`src/rtl/prv_trap_ctrl_pkg.sv`:
```
// ---------------------------------------------------------------------------
// prv_trap_pkg
//   Shared types and constants for the privileged trap sequencer.
//   - trap_state_t : sequencer state (IDLE / DRAIN / REDIRECT)
//   - tvec_mode_t  : xtvec[1:0] mode encoding
//   - cause codes  : exception and interrupt codes
//   - exc_select() : fixed-priority exception decode
// ---------------------------------------------------------------------------
package prv_trap_pkg;

  typedef enum logic [1:0] {
    ST_IDLE     = 2'd0,
    ST_DRAIN    = 2'd1,
    ST_REDIRECT = 2'd2
  } trap_state_t;

  // Only VECTORED changes behaviour; both reserved encodings fall back to direct.
  typedef enum logic [1:0] {
    TVEC_DIRECT   = 2'd0,
    TVEC_VECTORED = 2'd1,
    TVEC_RSVD2    = 2'd2,
    TVEC_RSVD3    = 2'd3
  } tvec_mode_t;

  localparam int CODE_W      = 5;  // width of the cause code field
  localparam int EXC_N       = 9;  // number of exception request lines
  localparam int DRAIN_CNT_W = 8;  // wide enough for DRAIN_MAX up to 255

  typedef logic [CODE_W-1:0] code_t;

  // Exception cause codes
  localparam code_t EXC_INSN_MISALIGN  = 5'd0;
  localparam code_t EXC_INSN_FAULT     = 5'd1;
  localparam code_t EXC_ILLEGAL        = 5'd2;
  localparam code_t EXC_BREAKPOINT     = 5'd3;
  localparam code_t EXC_LOAD_MISALIGN  = 5'd4;
  localparam code_t EXC_LOAD_FAULT     = 5'd5;
  localparam code_t EXC_STORE_MISALIGN = 5'd6;
  localparam code_t EXC_STORE_FAULT    = 5'd7;
  localparam code_t EXC_ENV_CALL       = 5'd11;

  // Interrupt cause codes
  localparam code_t INT_SOFT  = 5'd3;
  localparam code_t INT_TIMER = 5'd7;
  localparam code_t INT_EXT   = 5'd11;

  // Bit positions of the packed exception request vector (MSB = highest priority).
  localparam int EXB_FAULT_INSN = 8;
  localparam int EXB_MAL_INSN   = 7;
  localparam int EXB_ILLEGAL    = 6;
  localparam int EXB_BREAKPOINT = 5;
  localparam int EXB_ENV        = 4;
  localparam int EXB_MAL_S      = 3;
  localparam int EXB_MAL_L      = 2;
  localparam int EXB_FAULT_S    = 1;
  localparam int EXB_FAULT_L    = 0;

  typedef struct packed {
    logic  valid;
    code_t code;
    logic  use_badaddr;  // tval takes the faulting address rather than zero
  } exc_sel_t;

  // Fixed-priority exception pick. The priority order is not the code order,
  // so the chain is written out explicitly.
  function automatic exc_sel_t exc_select(input logic [EXC_N-1:0] req);
    exc_sel_t sel;
    sel = '0;
    if (req[EXB_FAULT_INSN])      sel = '{1'b1, EXC_INSN_FAULT,     1'b1};
    else if (req[EXB_MAL_INSN])   sel = '{1'b1, EXC_INSN_MISALIGN,  1'b1};
    else if (req[EXB_ILLEGAL])    sel = '{1'b1, EXC_ILLEGAL,        1'b0};
    else if (req[EXB_BREAKPOINT]) sel = '{1'b1, EXC_BREAKPOINT,     1'b0};
    else if (req[EXB_ENV])        sel = '{1'b1, EXC_ENV_CALL,       1'b0};
    else if (req[EXB_MAL_S])      sel = '{1'b1, EXC_STORE_MISALIGN, 1'b1};
    else if (req[EXB_MAL_L])      sel = '{1'b1, EXC_LOAD_MISALIGN,  1'b1};
    else if (req[EXB_FAULT_S])    sel = '{1'b1, EXC_STORE_FAULT,    1'b1};
    else if (req[EXB_FAULT_L])    sel = '{1'b1, EXC_LOAD_FAULT,     1'b1};
    return sel;
  endfunction

endpackage

```
`src/rtl/prv_trap_ctrl_if.sv`:
```
// ---------------------------------------------------------------------------
// prv_trap_ctrl_if
//   Bundle between the hazard unit / CSR file (master) and the trap
//   sequencer (slave).
//   Requests  : exception lines, ret, interrupt lines, enables, epc, badaddr,
//               pipe_clear, xtvec, xepc_r
//   Responses : intr, insert_pc, priv_pc, trap_wr, ret_wr, cause, tval,
//               epc_o, ext_id, busy, timeout
// ---------------------------------------------------------------------------
interface prv_trap_ctrl_if #(
  parameter int XLEN  = 32,
  parameter int N_EXT = 4
);

  // Exception requests
  logic             fault_insn;
  logic             mal_insn;
  logic             illegal_insn;
  logic             breakpoint;
  logic             env;
  logic             mal_s;
  logic             mal_l;
  logic             fault_s;
  logic             fault_l;

  // Return / pipeline status
  logic             ret;
  logic [XLEN-1:0]  epc;
  logic [XLEN-1:0]  badaddr;
  logic             pipe_clear;

  // Interrupts and enables
  logic             timer_int;
  logic             soft_int;
  logic [N_EXT-1:0] ext_int;
  logic             mstatus_ie;
  logic [N_EXT+1:0] ie_mask;

  // CSR inputs
  logic [XLEN-1:0]  xtvec;
  logic [XLEN-1:0]  xepc_r;

  // Outputs of the sequencer
  logic             intr;
  logic             insert_pc;
  logic [XLEN-1:0]  priv_pc;
  logic             trap_wr;
  logic             ret_wr;
  logic [XLEN-1:0]  cause;
  logic [XLEN-1:0]  tval;
  logic [XLEN-1:0]  epc_o;
  logic [3:0]       ext_id;
  logic             busy;
  logic             timeout;

  modport master (
    output fault_insn, mal_insn, illegal_insn, breakpoint, env,
           mal_s, mal_l, fault_s, fault_l,
           ret, epc, badaddr, pipe_clear,
           timer_int, soft_int, ext_int, mstatus_ie, ie_mask,
           xtvec, xepc_r,
    input  intr, insert_pc, priv_pc, trap_wr, ret_wr,
           cause, tval, epc_o, ext_id, busy, timeout
  );

  modport slave (
    input  fault_insn, mal_insn, illegal_insn, breakpoint, env,
           mal_s, mal_l, fault_s, fault_l,
           ret, epc, badaddr, pipe_clear,
           timer_int, soft_int, ext_int, mstatus_ie, ie_mask,
           xtvec, xepc_r,
    output intr, insert_pc, priv_pc, trap_wr, ret_wr,
           cause, tval, epc_o, ext_id, busy, timeout
  );

endinterface

```
`src/rtl/prv_trap_ctrl_int_prio.sv`:
```
// ---------------------------------------------------------------------------
// prv_int_prio
//   Combinational interrupt prioritiser.
//   req    in  N_EXT+2 : eligible requests; bit 0 timer, bit 1 soft,
//                        bits 2.. external lines
//   valid  out 1       : any eligible request
//   code   out 5       : winning interrupt code
//   ext_id out 4       : winning external line (0 when no external wins)
// ---------------------------------------------------------------------------
module prv_int_prio
  import prv_trap_pkg::*;
#(
  parameter int N_EXT = 4
) (
  input  logic [N_EXT+1:0] req,
  output logic             valid,
  output code_t            code,
  output logic [3:0]       ext_id
);

  logic [N_EXT-1:0] ext_req;
  logic             ext_any;
  logic [3:0]       ext_idx;

  assign ext_req = req[N_EXT+1:2];
  assign ext_any = |ext_req;

  // Scan from the top down so the lowest asserted index is the last write.
  always_comb begin
    ext_idx = '0;
    for (int i = N_EXT - 1; i >= 0; i--) begin
      if (ext_req[i]) begin
        ext_idx = 4'(i);
      end
    end
  end

  // External > soft > timer.
  always_comb begin
    valid  = 1'b1;
    code   = INT_EXT;
    ext_id = '0;
    if (ext_any) begin
      code   = INT_EXT;
      ext_id = ext_idx;
    end else if (req[1]) begin
      code = INT_SOFT;
    end else if (req[0]) begin
      code = INT_TIMER;
    end else begin
      valid = 1'b0;
      code  = '0;
    end
  end

endmodule

```
`src/rtl/prv_trap_ctrl.sv`:
```
// ---------------------------------------------------------------------------
// prv_trap_ctrl
//   Trap sequencer between the hazard unit and the privileged CSR file.
//   Picks one request per cycle (exception > ret > interrupt), latches
//   cause / tval / epc / redirect target, waits for the pipeline to drain
//   (bounded by DRAIN_MAX cycles) and then issues a one-cycle redirect.
//   Ports:
//     CLK  : clock, all state changes on the rising edge
//     RST  : synchronous active-high reset
//     bus  : prv_trap_ctrl_if.slave - request inputs and redirect/CSR outputs
// ---------------------------------------------------------------------------
module prv_trap_ctrl
  import prv_trap_pkg::*;
#(
  parameter int XLEN      = 32,
  parameter int N_EXT     = 4,
  parameter int DRAIN_MAX = 15
) (
  input logic            CLK,
  input logic            RST,
  prv_trap_ctrl_if.slave bus
);

  localparam int NSRC = N_EXT + 2;
  localparam logic [DRAIN_CNT_W-1:0] DRAIN_LIMIT = DRAIN_CNT_W'(DRAIN_MAX);

  // -------------------------------------------------------------------------
  // State and latched trap record
  // -------------------------------------------------------------------------
  trap_state_t            state_reg,   state_next;
  logic [DRAIN_CNT_W-1:0] cnt_reg,     cnt_next;
  logic [XLEN-1:0]        pc_reg,      pc_next;
  logic [XLEN-1:0]        cause_reg,   cause_next;
  logic [XLEN-1:0]        tval_reg,    tval_next;
  logic [XLEN-1:0]        epc_reg,     epc_next;
  logic [3:0]             ext_id_reg,  ext_id_next;
  logic                   is_ret_reg,  is_ret_next;
  logic                   timeout_reg, timeout_next;
  logic                   insert_reg,  insert_next;
  logic                   trap_wr_reg, trap_wr_next;
  logic                   ret_wr_reg,  ret_wr_next;
  logic                   intr_take;

  // -------------------------------------------------------------------------
  // Exception decode
  // -------------------------------------------------------------------------
  logic [EXC_N-1:0] exc_req;
  exc_sel_t         exc_sel;

  assign exc_req = {bus.fault_insn, bus.mal_insn, bus.illegal_insn,
                    bus.breakpoint, bus.env, bus.mal_s, bus.mal_l,
                    bus.fault_s, bus.fault_l};
  assign exc_sel = exc_select(exc_req);

  // -------------------------------------------------------------------------
  // Interrupt eligibility and priority
  // -------------------------------------------------------------------------
  logic [NSRC-1:0] int_raw;
  logic [NSRC-1:0] int_elig;
  logic            int_valid;
  code_t           int_code;
  logic [3:0]      int_ext_id;

  assign int_raw = {bus.ext_int, bus.soft_int, bus.timer_int};

  for (genvar gi = 0; gi < NSRC; gi++) begin : g_elig
    assign int_elig[gi] = bus.mstatus_ie & bus.ie_mask[gi] & int_raw[gi];
  end

  prv_int_prio #(
    .N_EXT (N_EXT)
  ) u_int_prio (
    .req    (int_elig),
    .valid  (int_valid),
    .code   (int_code),
    .ext_id (int_ext_id)
  );

  // -------------------------------------------------------------------------
  // Redirect target
  // -------------------------------------------------------------------------
  logic [XLEN-1:0] tvec_base;
  logic [XLEN-1:0] vec_offset;
  logic [XLEN-1:0] int_target;
  tvec_mode_t      tvec_mode;

  assign tvec_base  = {bus.xtvec[XLEN-1:2], 2'b00};
  assign tvec_mode  = tvec_mode_t'(bus.xtvec[1:0]);
  assign vec_offset = {{(XLEN-CODE_W-2){1'b0}}, int_code, 2'b00};
  // Only interrupts are vectored; the sum wraps naturally at XLEN bits.
  assign int_target = (tvec_mode == TVEC_VECTORED) ? tvec_base + vec_offset
                                                   : tvec_base;

  // -------------------------------------------------------------------------
  // Next-state / output logic
  // -------------------------------------------------------------------------
  always_comb begin
    state_next   = state_reg;
    cnt_next     = cnt_reg;
    pc_next      = pc_reg;
    cause_next   = cause_reg;
    tval_next    = tval_reg;
    epc_next     = epc_reg;
    ext_id_next  = ext_id_reg;
    is_ret_next  = is_ret_reg;
    timeout_next = timeout_reg;
    insert_next  = 1'b0;
    trap_wr_next = 1'b0;
    ret_wr_next  = 1'b0;
    intr_take    = 1'b0;

    unique case (state_reg)
      ST_IDLE: begin
        if (exc_sel.valid) begin
          cause_next  = {{(XLEN-CODE_W){1'b0}}, exc_sel.code};
          tval_next   = exc_sel.use_badaddr ? bus.badaddr : '0;
          pc_next     = tvec_base;
          ext_id_next = '0;
          is_ret_next = 1'b0;
        end else if (bus.ret) begin
          cause_next  = '0;
          tval_next   = '0;
          pc_next     = bus.xepc_r;
          ext_id_next = '0;
          is_ret_next = 1'b1;
        end else if (int_valid) begin
          cause_next  = {1'b1, {(XLEN-1-CODE_W){1'b0}}, int_code};
          tval_next   = '0;
          pc_next     = int_target;
          ext_id_next = int_ext_id;
          is_ret_next = 1'b0;
          intr_take   = 1'b1;
        end

        if (exc_sel.valid || bus.ret || int_valid) begin
          epc_next   = bus.epc;
          cnt_next   = '0;
          state_next = ST_DRAIN;
        end
      end

      ST_DRAIN: begin
        cnt_next = cnt_reg + DRAIN_CNT_W'(1);
        // The compare uses the pre-increment count, so the longest wait is
        // DRAIN_MAX+1 DRAIN cycles, placing the redirect at N+2+DRAIN_MAX.
        if (bus.pipe_clear || (cnt_reg == DRAIN_LIMIT)) begin
          state_next   = ST_REDIRECT;
          insert_next  = 1'b1;
          trap_wr_next = ~is_ret_reg;
          ret_wr_next  = is_ret_reg;
          if (!bus.pipe_clear) begin
            timeout_next = 1'b1;
          end
        end
      end

      ST_REDIRECT: begin
        state_next = ST_IDLE;
      end

      default: begin
        state_next = ST_IDLE;
      end
    endcase
  end

  // -------------------------------------------------------------------------
  // State registers
  // -------------------------------------------------------------------------
  always_ff @(posedge CLK) begin
    if (RST) begin
      state_reg   <= ST_IDLE;
      cnt_reg     <= '0;
      pc_reg      <= '0;
      cause_reg   <= '0;
      tval_reg    <= '0;
      epc_reg     <= '0;
      ext_id_reg  <= '0;
      is_ret_reg  <= 1'b0;
      timeout_reg <= 1'b0;
      insert_reg  <= 1'b0;
      trap_wr_reg <= 1'b0;
      ret_wr_reg  <= 1'b0;
    end else begin
      state_reg   <= state_next;
      cnt_reg     <= cnt_next;
      pc_reg      <= pc_next;
      cause_reg   <= cause_next;
      tval_reg    <= tval_next;
      epc_reg     <= epc_next;
      ext_id_reg  <= ext_id_next;
      is_ret_reg  <= is_ret_next;
      timeout_reg <= timeout_next;
      insert_reg  <= insert_next;
      trap_wr_reg <= trap_wr_next;
      ret_wr_reg  <= ret_wr_next;
    end
  end

  // -------------------------------------------------------------------------
  // Outputs
  // -------------------------------------------------------------------------
  // intr is the only combinational output; it is masked during reset so
  // every output reads 0 while RST is held.
  assign bus.intr      = intr_take & ~RST;
  assign bus.insert_pc = insert_reg;
  assign bus.priv_pc   = pc_reg;
  assign bus.trap_wr   = trap_wr_reg;
  assign bus.ret_wr    = ret_wr_reg;
  assign bus.cause     = cause_reg;
  assign bus.tval      = tval_reg;
  assign bus.epc_o     = epc_reg;
  assign bus.ext_id    = ext_id_reg;
  assign bus.busy      = (state_reg != ST_IDLE);
  assign bus.timeout   = timeout_reg;

endmodule

```
`src/flat_wrapper.sv`:
```
// flat-port wrapper written by rule: the top's interface ports become plain ports
module prv_trap_ctrl_flat import prv_trap_pkg::*;
#(
  parameter int XLEN      = 32,
  parameter int N_EXT     = 4,
  parameter int DRAIN_MAX = 15
)
  (CLK, RST, bus_fault_insn, bus_mal_insn, bus_illegal_insn, bus_breakpoint, bus_env, bus_mal_s, bus_mal_l, bus_fault_s, bus_fault_l, bus_ret, bus_epc, bus_badaddr, bus_pipe_clear, bus_timer_int, bus_soft_int, bus_ext_int, bus_mstatus_ie, bus_ie_mask, bus_xtvec, bus_xepc_r, bus_intr, bus_insert_pc, bus_priv_pc, bus_trap_wr, bus_ret_wr, bus_cause, bus_tval, bus_epc_o, bus_ext_id, bus_busy, bus_timeout);
  prv_trap_ctrl_if #(.XLEN(XLEN), .N_EXT(N_EXT)) bus_i ();
  input logic CLK;
  input logic RST;
  input wire logic [$bits(bus_i.fault_insn)-1:0] bus_fault_insn;
  input wire logic [$bits(bus_i.mal_insn)-1:0] bus_mal_insn;
  input wire logic [$bits(bus_i.illegal_insn)-1:0] bus_illegal_insn;
  input wire logic [$bits(bus_i.breakpoint)-1:0] bus_breakpoint;
  input wire logic [$bits(bus_i.env)-1:0] bus_env;
  input wire logic [$bits(bus_i.mal_s)-1:0] bus_mal_s;
  input wire logic [$bits(bus_i.mal_l)-1:0] bus_mal_l;
  input wire logic [$bits(bus_i.fault_s)-1:0] bus_fault_s;
  input wire logic [$bits(bus_i.fault_l)-1:0] bus_fault_l;
  input wire logic [$bits(bus_i.ret)-1:0] bus_ret;
  input wire logic [$bits(bus_i.epc)-1:0] bus_epc;
  input wire logic [$bits(bus_i.badaddr)-1:0] bus_badaddr;
  input wire logic [$bits(bus_i.pipe_clear)-1:0] bus_pipe_clear;
  input wire logic [$bits(bus_i.timer_int)-1:0] bus_timer_int;
  input wire logic [$bits(bus_i.soft_int)-1:0] bus_soft_int;
  input wire logic [$bits(bus_i.ext_int)-1:0] bus_ext_int;
  input wire logic [$bits(bus_i.mstatus_ie)-1:0] bus_mstatus_ie;
  input wire logic [$bits(bus_i.ie_mask)-1:0] bus_ie_mask;
  input wire logic [$bits(bus_i.xtvec)-1:0] bus_xtvec;
  input wire logic [$bits(bus_i.xepc_r)-1:0] bus_xepc_r;
  output wire logic [$bits(bus_i.intr)-1:0] bus_intr;
  output wire logic [$bits(bus_i.insert_pc)-1:0] bus_insert_pc;
  output wire logic [$bits(bus_i.priv_pc)-1:0] bus_priv_pc;
  output wire logic [$bits(bus_i.trap_wr)-1:0] bus_trap_wr;
  output wire logic [$bits(bus_i.ret_wr)-1:0] bus_ret_wr;
  output wire logic [$bits(bus_i.cause)-1:0] bus_cause;
  output wire logic [$bits(bus_i.tval)-1:0] bus_tval;
  output wire logic [$bits(bus_i.epc_o)-1:0] bus_epc_o;
  output wire logic [$bits(bus_i.ext_id)-1:0] bus_ext_id;
  output wire logic [$bits(bus_i.busy)-1:0] bus_busy;
  output wire logic [$bits(bus_i.timeout)-1:0] bus_timeout;
  assign bus_i.fault_insn = bus_fault_insn;
  assign bus_i.mal_insn = bus_mal_insn;
  assign bus_i.illegal_insn = bus_illegal_insn;
  assign bus_i.breakpoint = bus_breakpoint;
  assign bus_i.env = bus_env;
  assign bus_i.mal_s = bus_mal_s;
  assign bus_i.mal_l = bus_mal_l;
  assign bus_i.fault_s = bus_fault_s;
  assign bus_i.fault_l = bus_fault_l;
  assign bus_i.ret = bus_ret;
  assign bus_i.epc = bus_epc;
  assign bus_i.badaddr = bus_badaddr;
  assign bus_i.pipe_clear = bus_pipe_clear;
  assign bus_i.timer_int = bus_timer_int;
  assign bus_i.soft_int = bus_soft_int;
  assign bus_i.ext_int = bus_ext_int;
  assign bus_i.mstatus_ie = bus_mstatus_ie;
  assign bus_i.ie_mask = bus_ie_mask;
  assign bus_i.xtvec = bus_xtvec;
  assign bus_i.xepc_r = bus_xepc_r;
  assign bus_intr = bus_i.intr;
  assign bus_insert_pc = bus_i.insert_pc;
  assign bus_priv_pc = bus_i.priv_pc;
  assign bus_trap_wr = bus_i.trap_wr;
  assign bus_ret_wr = bus_i.ret_wr;
  assign bus_cause = bus_i.cause;
  assign bus_tval = bus_i.tval;
  assign bus_epc_o = bus_i.epc_o;
  assign bus_ext_id = bus_i.ext_id;
  assign bus_busy = bus_i.busy;
  assign bus_timeout = bus_i.timeout;
  prv_trap_ctrl #(.XLEN(XLEN), .N_EXT(N_EXT), .DRAIN_MAX(DRAIN_MAX)) u_core (.CLK(CLK), .RST(RST), .bus(bus_i));
endmodule
```
`config.mk`:
```
export PLATFORM = sky130hd
export DESIGN_NAME = prv_trap_ctrl_flat
export DESIGN_NICKNAME = d
export VERILOG_FILES = /design/src/rtl/prv_trap_ctrl_pkg.sv /design/src/rtl/prv_trap_ctrl_if.sv /design/src/rtl/prv_trap_ctrl_int_prio.sv /design/src/rtl/prv_trap_ctrl.sv /design/src/flat_wrapper.sv
export SDC_FILE = /design/constraint.sdc
export NUM_CORES = 1
export LEC_CHECK = 0
export BUFFER_PORTS_ARGS = -buffer_cell sky130_fd_sc_hd__buf_2
export CORE_AREA = 2 2 114 116
export CTS_CLUSTER_SIZE = 20
export DETAILED_ROUTE_END_ITERATION = 10
export DIE_AREA = 0 0 116 118
export PLACE_DENSITY = 0.81
export RECOVER_POWER = 100
export SYNTH_ARGS = -nofsm -noshare
export SYNTH_HDL_FRONTEND = slang
export SYNTH_SLANG_ARGS = --single-unit
```
`constraint.sdc`:
```
create_clock -name CLK -period 7.8 [get_ports CLK]
set_input_delay 0.78 -clock CLK [delete_from_list [all_inputs] [get_ports CLK]]
set_output_delay 0.78 -clock CLK [all_outputs]
set_load 0.005 [all_outputs]
```
=== Word level (Yosys, flattened, before mapping) ===
Index checks and enable logic that the tools add are counted.

* Output and inout bits: 138
* Logic and storage cells: 99
* Register bits after elaboration: 147

* Equality and inequality tests: 5
* Mux-type cells: 47
* Add/subtract/negate cells: 2
* Reductions and logical operators: 15
* Bitwise logic cells: 18

{| class="wikitable"
|+ Operator list
! cell !! number
|-
| 2-to-1 mux 32 bit || 11
|-
| 2-to-1 mux 7 bit || 9
|-
| adder 32 x 6 -> 32 bit || 1
|-
| 2-to-1 mux 4 bit || 8
|-
| case mux 8 bit (2 select lines) || 1
|-
| AND 1 bit || 13
|-
| 2-to-1 mux 1 bit || 11
|-
| adder 8 x 1 -> 8 bit (second input constant) || 1
|-
| equality test 8 x 4 -> 1 bit (second input constant) || 1
|-
| 2-to-1 mux 8 bit || 1
|-
| AND reduction 2 bit || 4
|-
| 2-to-1 mux 2 bit || 3
|-
| 2-to-1 mux 3 bit || 2
|-
| inverter 1 bit || 5
|-
| equality test 2 x 1 -> 1 bit (second input constant) || 2
|-
| inequality test 2 x 1 -> 1 bit (second input constant) || 2
|-
| case mux 2 bit (2 select lines) || 1
|-
| nonzero test 2 bit || 2
|-
| OR reduction 4 bit || 1
|-
| logical OR 1 bit || 3
|-
| AND reduction 3 bit || 1
|-
| nonzero test 3 bit || 1
|-
| OR reduction 3 bit || 1
|-
| logical NOT 2 bit || 1
|-
| OR reduction 2 bit || 1
|}

=== Longest topological paths before layout ===
* Depth after elaboration: 13
* Gate-level depth with buffers: 11

=== Modules after synthesis ===
Synthesis repeated with hierarchy kept, for this count alone.

* Cell total of the unflattened synthesis: 704
* Area total of the unflattened synthesis: 5955.7 µm²

{| class="wikitable"
|+ By module, submodules not included
! module !! sequential area each (µm²) !! cells an instance !! times used !! area each (µm²)
|-
| prv_trap_ctrl || 2422.3 || 689 || 1 || 5858.1
|-
| prv_int_prio || 0.0 || 15 || 1 || 97.6
|}

=== Worst setup path after synthesis ===
No wires, ideal clock.

* Path type: input port to flip-flop
* Start: input bus_ext_int[2]
* End: register u_core.pc_reg[24] (netlist: u_core.bus.priv_pc[24])
* Setup slack: 4668 ps
* Path buffers: 0
* Stages: 11
* Required time: 7676 ps
* Arrival: 3007 ps
* Cell sequence: a22o_1 -> o31a_4 -> ha_1 -> inv_1 -> fa_1 -> nand2b_1 -> a21oi_1 -> nand4_1 -> xnor2_1 -> a221oi_1 -> a21oi_1

* Word-level cells in the longest chain between the ends: 8
* Elaborated cells between the ends (all ways): 11
* Those cells by class: add/sub (1); mux (6); bitwise (1); reduce/logical (3)

{| class="wikitable"
|+ Ends and longest elaborated chain
! item !! RTL line !! source
|-
| start: declaration || flat_wrapper.sv:27 || <nowiki>input wire logic [$bits(bus_i.ext_int)-1:0] bus_ext_int;</nowiki>
|-
| AND 1 bit * || prv_trap_ctrl.sv:67 || <nowiki>assign int_elig[gi] = bus.mstatus_ie & bus.ie_mask[gi] & int_raw[gi];</nowiki>
|-
| OR reduction 4 bit * || prv_trap_ctrl_int_prio.sv:26 || <nowiki>assign ext_any = |ext_req;</nowiki>
|-
| 2-to-1 mux 4 bit || prv_trap_ctrl_int_prio.sv:43 || <nowiki>if (ext_any) begin</nowiki>
|-
| adder 32 x 6 -> 32 bit || prv_trap_ctrl.sv:91 || <nowiki>assign int_target = (tvec_mode == TVEC_VECTORED) ? tvec_base + vec_offset</nowiki>
|-
| 2-to-1 mux 32 bit || prv_trap_ctrl.sv:91 ||
|-
| 2-to-1 mux 32 bit || prv_trap_ctrl.sv:126 || <nowiki>end else if (int_valid) begin</nowiki>
|-
| 2-to-1 mux 32 bit || prv_trap_ctrl.sv:120 || <nowiki>end else if (bus.ret) begin</nowiki>
|-
| 2-to-1 mux 32 bit || prv_trap_ctrl.sv:114 || <nowiki>if (exc_sel.valid) begin</nowiki>
|-
| end signal: assignment || prv_trap_ctrl.sv:187 || <nowiki>pc_reg <= pc_next;</nowiki>
|-
| end: declaration || prv_trap_ctrl.sv:32 || <nowiki>logic [XLEN-1:0] pc_reg, pc_next;</nowiki>
|}

Every way passes the cells marked *; elsewhere a longest branch is shown, timed or not. The select of a mux whose other input is x is not followed.
A chain may end at the register's enable or synchronous reset.

=== Final worst setup path ===
* Start: input bus_env
* End: register u_core.cnt_reg[6]

* Word-level cells in the longest chain between the ends: 9

{| class="wikitable"
|+ Ends and longest elaborated chain
! item !! RTL line !! source
|-
| start: declaration || flat_wrapper.sv:16 || <nowiki>input wire logic [$bits(bus_i.env)-1:0] bus_env;</nowiki>
|-
| 2-to-1 mux 7 bit || prv_trap_ctrl_pkg.sv:73 || <nowiki>else if (req[EXB_ENV]) sel = '{1'b1, EXC_ENV_CALL, 1'b0};</nowiki>
|-
| 2-to-1 mux 7 bit || prv_trap_ctrl_pkg.sv:72 || <nowiki>else if (req[EXB_BREAKPOINT]) sel = '{1'b1, EXC_BREAKPOINT, 1'b0};</nowiki>
|-
| 2-to-1 mux 7 bit || prv_trap_ctrl_pkg.sv:71 || <nowiki>else if (req[EXB_ILLEGAL]) sel = '{1'b1, EXC_ILLEGAL, 1'b0};</nowiki>
|-
| 2-to-1 mux 7 bit || prv_trap_ctrl_pkg.sv:70 || <nowiki>else if (req[EXB_MAL_INSN]) sel = '{1'b1, EXC_INSN_MISALIGN, 1'b1};</nowiki>
|-
| 2-to-1 mux 7 bit || prv_trap_ctrl_pkg.sv:69 || <nowiki>if (req[EXB_FAULT_INSN]) sel = '{1'b1, EXC_INSN_FAULT, 1'b1};</nowiki>
|-
| logical OR 1 bit (2 in a row) || prv_trap_ctrl.sv:135 || <nowiki>if (exc_sel.valid || bus.ret || int_valid) begin</nowiki>
|-
| inequality test 2 x 1 -> 1 bit (no line) || n/a ||
|-
| AND reduction 2 bit (no line) || n/a ||
|-
| end signal: assignment || prv_trap_ctrl.sv:186 || <nowiki>cnt_reg <= cnt_next;</nowiki>
|-
| end: declaration || prv_trap_ctrl.sv:31 || <nowiki>logic [DRAIN_CNT_W-1:0] cnt_reg, cnt_next;</nowiki>
|}

Every way passes these cells.

==> results.sh <==
export IMPL_slew_headroom_pct=-116.4
export IMPL_rows=41
export IMPL_antenna_found_initial=0
export IMPL_ys_warn_count=0
export IMPL_die_area_um2=13690
export IMPL_insertion_delay_ns=0.41
export IMPL_power_density_nw_per_um2=235.7
export IMPL_grt_overflow_total=0
export IMPL_drive_gt1_share_pct=26.34
export IMPL_worstPathRequired_ns=8.06
export IMPL_grtUsageMet2_pct=42.29
export IMPL_p_sw_share_pct=25.70
export IMPL_synth_seq_cells=118
export IMPL_hpwlAfterDp_mm=12.56
export IMPL_cp_cell_sequence="clkbuf_1 -> nor3_1 -> and3_1 -> clkbuf_1 -> a31oi_4 -> clkbuf_1 -> nor2_1 -> o21ai_0 -> a21oi_1"
export IMPL_ys_types=56
export IMPL_p_clk_share_pct=47.4
export IMPL_final_setup_viol_count=0
export IMPL_grt_pass1_vias=5610
export IMPL_synth_area_top_cells="dfxtp_1, a21oi_1, nand2_1"
export IMPL_setup_slack_ns=2.443
export IMPL_grt_use_total_pct=25.00
export IMPL_slew_violations=243
export IMPL_cts_buffers=17
export IMPL_first_iter_violations=485
export IMPL_min_period_over_period_pct=68.68
export IMPL_cts_tree="yes"
export IMPL_setup_tns_ns=0
export IMPL_numPortBuffers=262
export IMPL_crit_slowest_cell="clkbuf_1"
export IMPL_vias=6096
export IMPL_drtPass1Iterations=5
export IMPL_synth_flop_cell="dfxtp_1"
export IMPL_gp_congestion=0.8626
export IMPL_cts_sinks=118
export IMPL_cap_viol_max_count=5
export IMPL_grt_pass1_wl_mm=27.19
export IMPL_grt_max_degree=80
export IMPL_cp_start_kind="input port"
export IMPL_whs_endpoint="u_core.bus.cause[31]$_SDFFE_PP0P_"
export IMPL_r2r_cells=7
export IMPL_nets=1096
export IMPL_fmax_mhz=186.7
export IMPL_ctsHoldBuffers=0
export IMPL_clock_path_buffers=2
export IMPL_worstPathBufferInverterCount=3
export IMPL_worst_r2r_endpoint="u_core.cnt_reg[6]$_SDFFE_PP0P_"
export IMPL_path_max_fanout=79
export IMPL_core_um2=12410
export IMPL_pre_cts_slack_ns=4.103
export IMPL_wire_per_inst_um=15.89
export IMPL_seqPwrFrac_pct=37.9
export IMPL_synth_seq_area_share_pct=41.14
export IMPL_cts_root_buf="clkbuf_16"
export IMPL_clkTransAtPathRegs_ns=0.05
export IMPL_synth_edf_count=0
export IMPL_worst_pin_slew_ns=3.247
export IMPL_hold_start="u_core.bus.cause[31]$_SDFFE_PP0P_"
export IMPL_end_kind="flip-flop"
export IMPL_fillerInstances=1196
export IMPL_worstSetupPathType="in2reg"
export IMPL_p_int_mw=1.314
export IMPL_p_switching_mw=0.4544
export IMPL_ant_nets=0
export IMPL_viasPerCell=5.433
export IMPL_start_util_pct=46.25
export IMPL_p_leak_nw=3.386
export IMPL_finalHoldViolations=0
export IMPL_syn_cell_area_um2=5742
export IMPL_synthArstFlopShare_pct=0
export IMPL_area_delta_synth_final_pct=30.64
export IMPL_dieWidth_um=116
export IMPL_synth_area_leader_cell="dfxtp_1"
export IMPL_hold_class="reg2reg"
export IMPL_max_stage_delay_ns=2.30
export IMPL_hold_depth=2
export IMPL_synth_avg_cell_area_um2=8.238
export IMPL_skew_ns=0.004914
export IMPL_arrival_ns=5.62
export IMPL_synth_top_area_share_pct=41.14
export IMPL_r2r_start="u_core.state_reg[1]$_SDFFE_PP0P_"
export IMPL_mostFrequentLayoutCell="buf_2"
export IMPL_io_pins=292
export IMPL_cts_resized=0
export IMPL_grtUsageMet3_pct=7.621
export IMPL_rsz0062_at_grt="false"
export IMPL_ir_drop_uv=131.4
export IMPL_critPathTopFamily="buffers and inverters"
export IMPL_drc=0
export IMPL_final_cell_mix="buf_2, dfxtp_1, nand2_1"
export IMPL_htree_levels=4
export IMPL_combPwrFrac_pct=14.7
export IMPL_r2r_setup_slack_ns=2.97
export IMPL_cts_setup_buffers=0
export IMPL_busiest_layer="met2"
export IMPL_cp_common_cell="clkbuf_1"
export IMPL_grt_use_met1_pct=29.47
export IMPL_failed_checks="capacitance limit, slew limit"
export IMPL_wl_mm=17.83
export IMPL_outcome="finished, violations left"
export IMPL_synth_cells=697
export IMPL_fin_crit_ns=5.357
export IMPL_dieHeight_um=118
[per-layer routing]
metal / vias to the layer above / part of all wire [%]
li1: 2943 / -
met1: 2815 / 39
met2: 302 / 49
met3: 36 / 9.4
met4: 0 / 2.4
met5: - / 0
[worst min-delay path: cells and delay by family, from the launching register on]
| kind | cells | cell delay [ns] |
|---|---|---|
| AND/OR/NAND/NOR | 2 | 0.09 |
| flip-flops | 1 | 0.31 |
[layout make-up]
| cell class | count | area [µm²] | area share [%] |
|---|---|---|---|
| antenna | 1 | 2.502 | 0.03336 |
| clock buffer | 20 | 466.7 | 6.222 |
| clock inverter | 12 | 173.9 | 2.319 |
| inverter | 11 | 41.29 | 0.5505 |
| multi-input combinational | 521 | 2977 | 39.68 |
| sequential | 118 | 2362 | 31.49 |
| tap | 172 | 215.2 | 2.869 |
| timing repair buffer | 267 | 1262 | 16.83 |
[synth_stat cells (3+ instances only)]
| cell type | count |
|---|---|
| o21ai_0 | 37 |
| buf_6 | 5 |
| a221oi_1 | 14 |
| or3_1 | 5 |
| o211ai_1 | 7 |
| nor3_1 | 22 |
| inv_1 | 9 |
| a21oi_1 | 78 |
| dfxtp_1 | 118 |
| a211oi_1 | 6 |
| buf_4 | 31 |
| nand3_1 | 21 |
| and3_1 | 22 |
| ha_1 | 5 |
| o22ai_1 | 5 |
| nand2_1 | 104 |
| nor4_1 | 7 |
| buf_2 | 9 |
| nand4_1 | 11 |
| a41oi_1 | 3 |
| a22o_1 | 34 |
| clkbuf_1 | 28 |
| xor2_1 | 9 |
| o21bai_1 | 3 |
| a31oi_1 | 9 |
| nor2_1 | 44 |
| xnor2_1 | 12 |
[stage by stage]
step                      area (µm²)  cells  hold WS, ns  util [%]  total power, mW
final                           7501   1122       0.4462     60.42            1.768
after floorplan                 5847    725       0.4163         -           0.8352
after global placement          6964   1089       0.4268     56.10           0.9389
after global routing            7498   1121       0.4597     60.40            1.839
after detailed placement        6964   1089       0.4367     56.10           0.9445
after CTS                       7605   1121       0.4448     61.26            1.778
[power by group through the flow]
stage / Combinational (mW) / Clock [mW] / Sequential [mW]
3_3_place_gp: 0.259 / 0 / 0.680
6_report: 0.260 / 0.837 / 0.671
2_1_floorplan: 0.149 / 0 / 0.686
3_5_place_dp: 0.262 / 0 / 0.682
5_1_grt: 0.286 / 0.877 / 0.676
4_1_cts: 0.264 / 0.844 / 0.670
[kinds of logic (layout without fill, tap and decap cells)]
family                     count (synthesis)  after routing  synth area share [%]
and+or+nand+nor                          253            253                 21.22
buffers and inverters                     86            310                 8.498
DFF                                      118            118                 41.14
xor gates and xnor gates                  21             21                 3.203
other                                      1             30               0.06531
AOI/OAI and AO/OA                        212            212                 24.43
adders and majority gates                  6              6                 1.438
[how the worst max path moves through the flow]
stage,depth (start not counted),start,to,slack (ns)
floorplan,11,bus_ext_int[2],u_core.bus.priv_pc[24]$_SDFFE_PP0P_,4.67
global placement,7,bus_env,bus_intr,4.21
detailed placement,7,bus_env,bus_intr,4.10
CTS,7,bus_env,bus_intr,4.10
global route,9,bus_env,u_core.cnt_reg[6]$_SDFFE_PP0P_,2.16
finish,9,bus_env,u_core.cnt_reg[6]$_SDFFE_PP0P_,2.44
(Power assumes the default switching activity.)
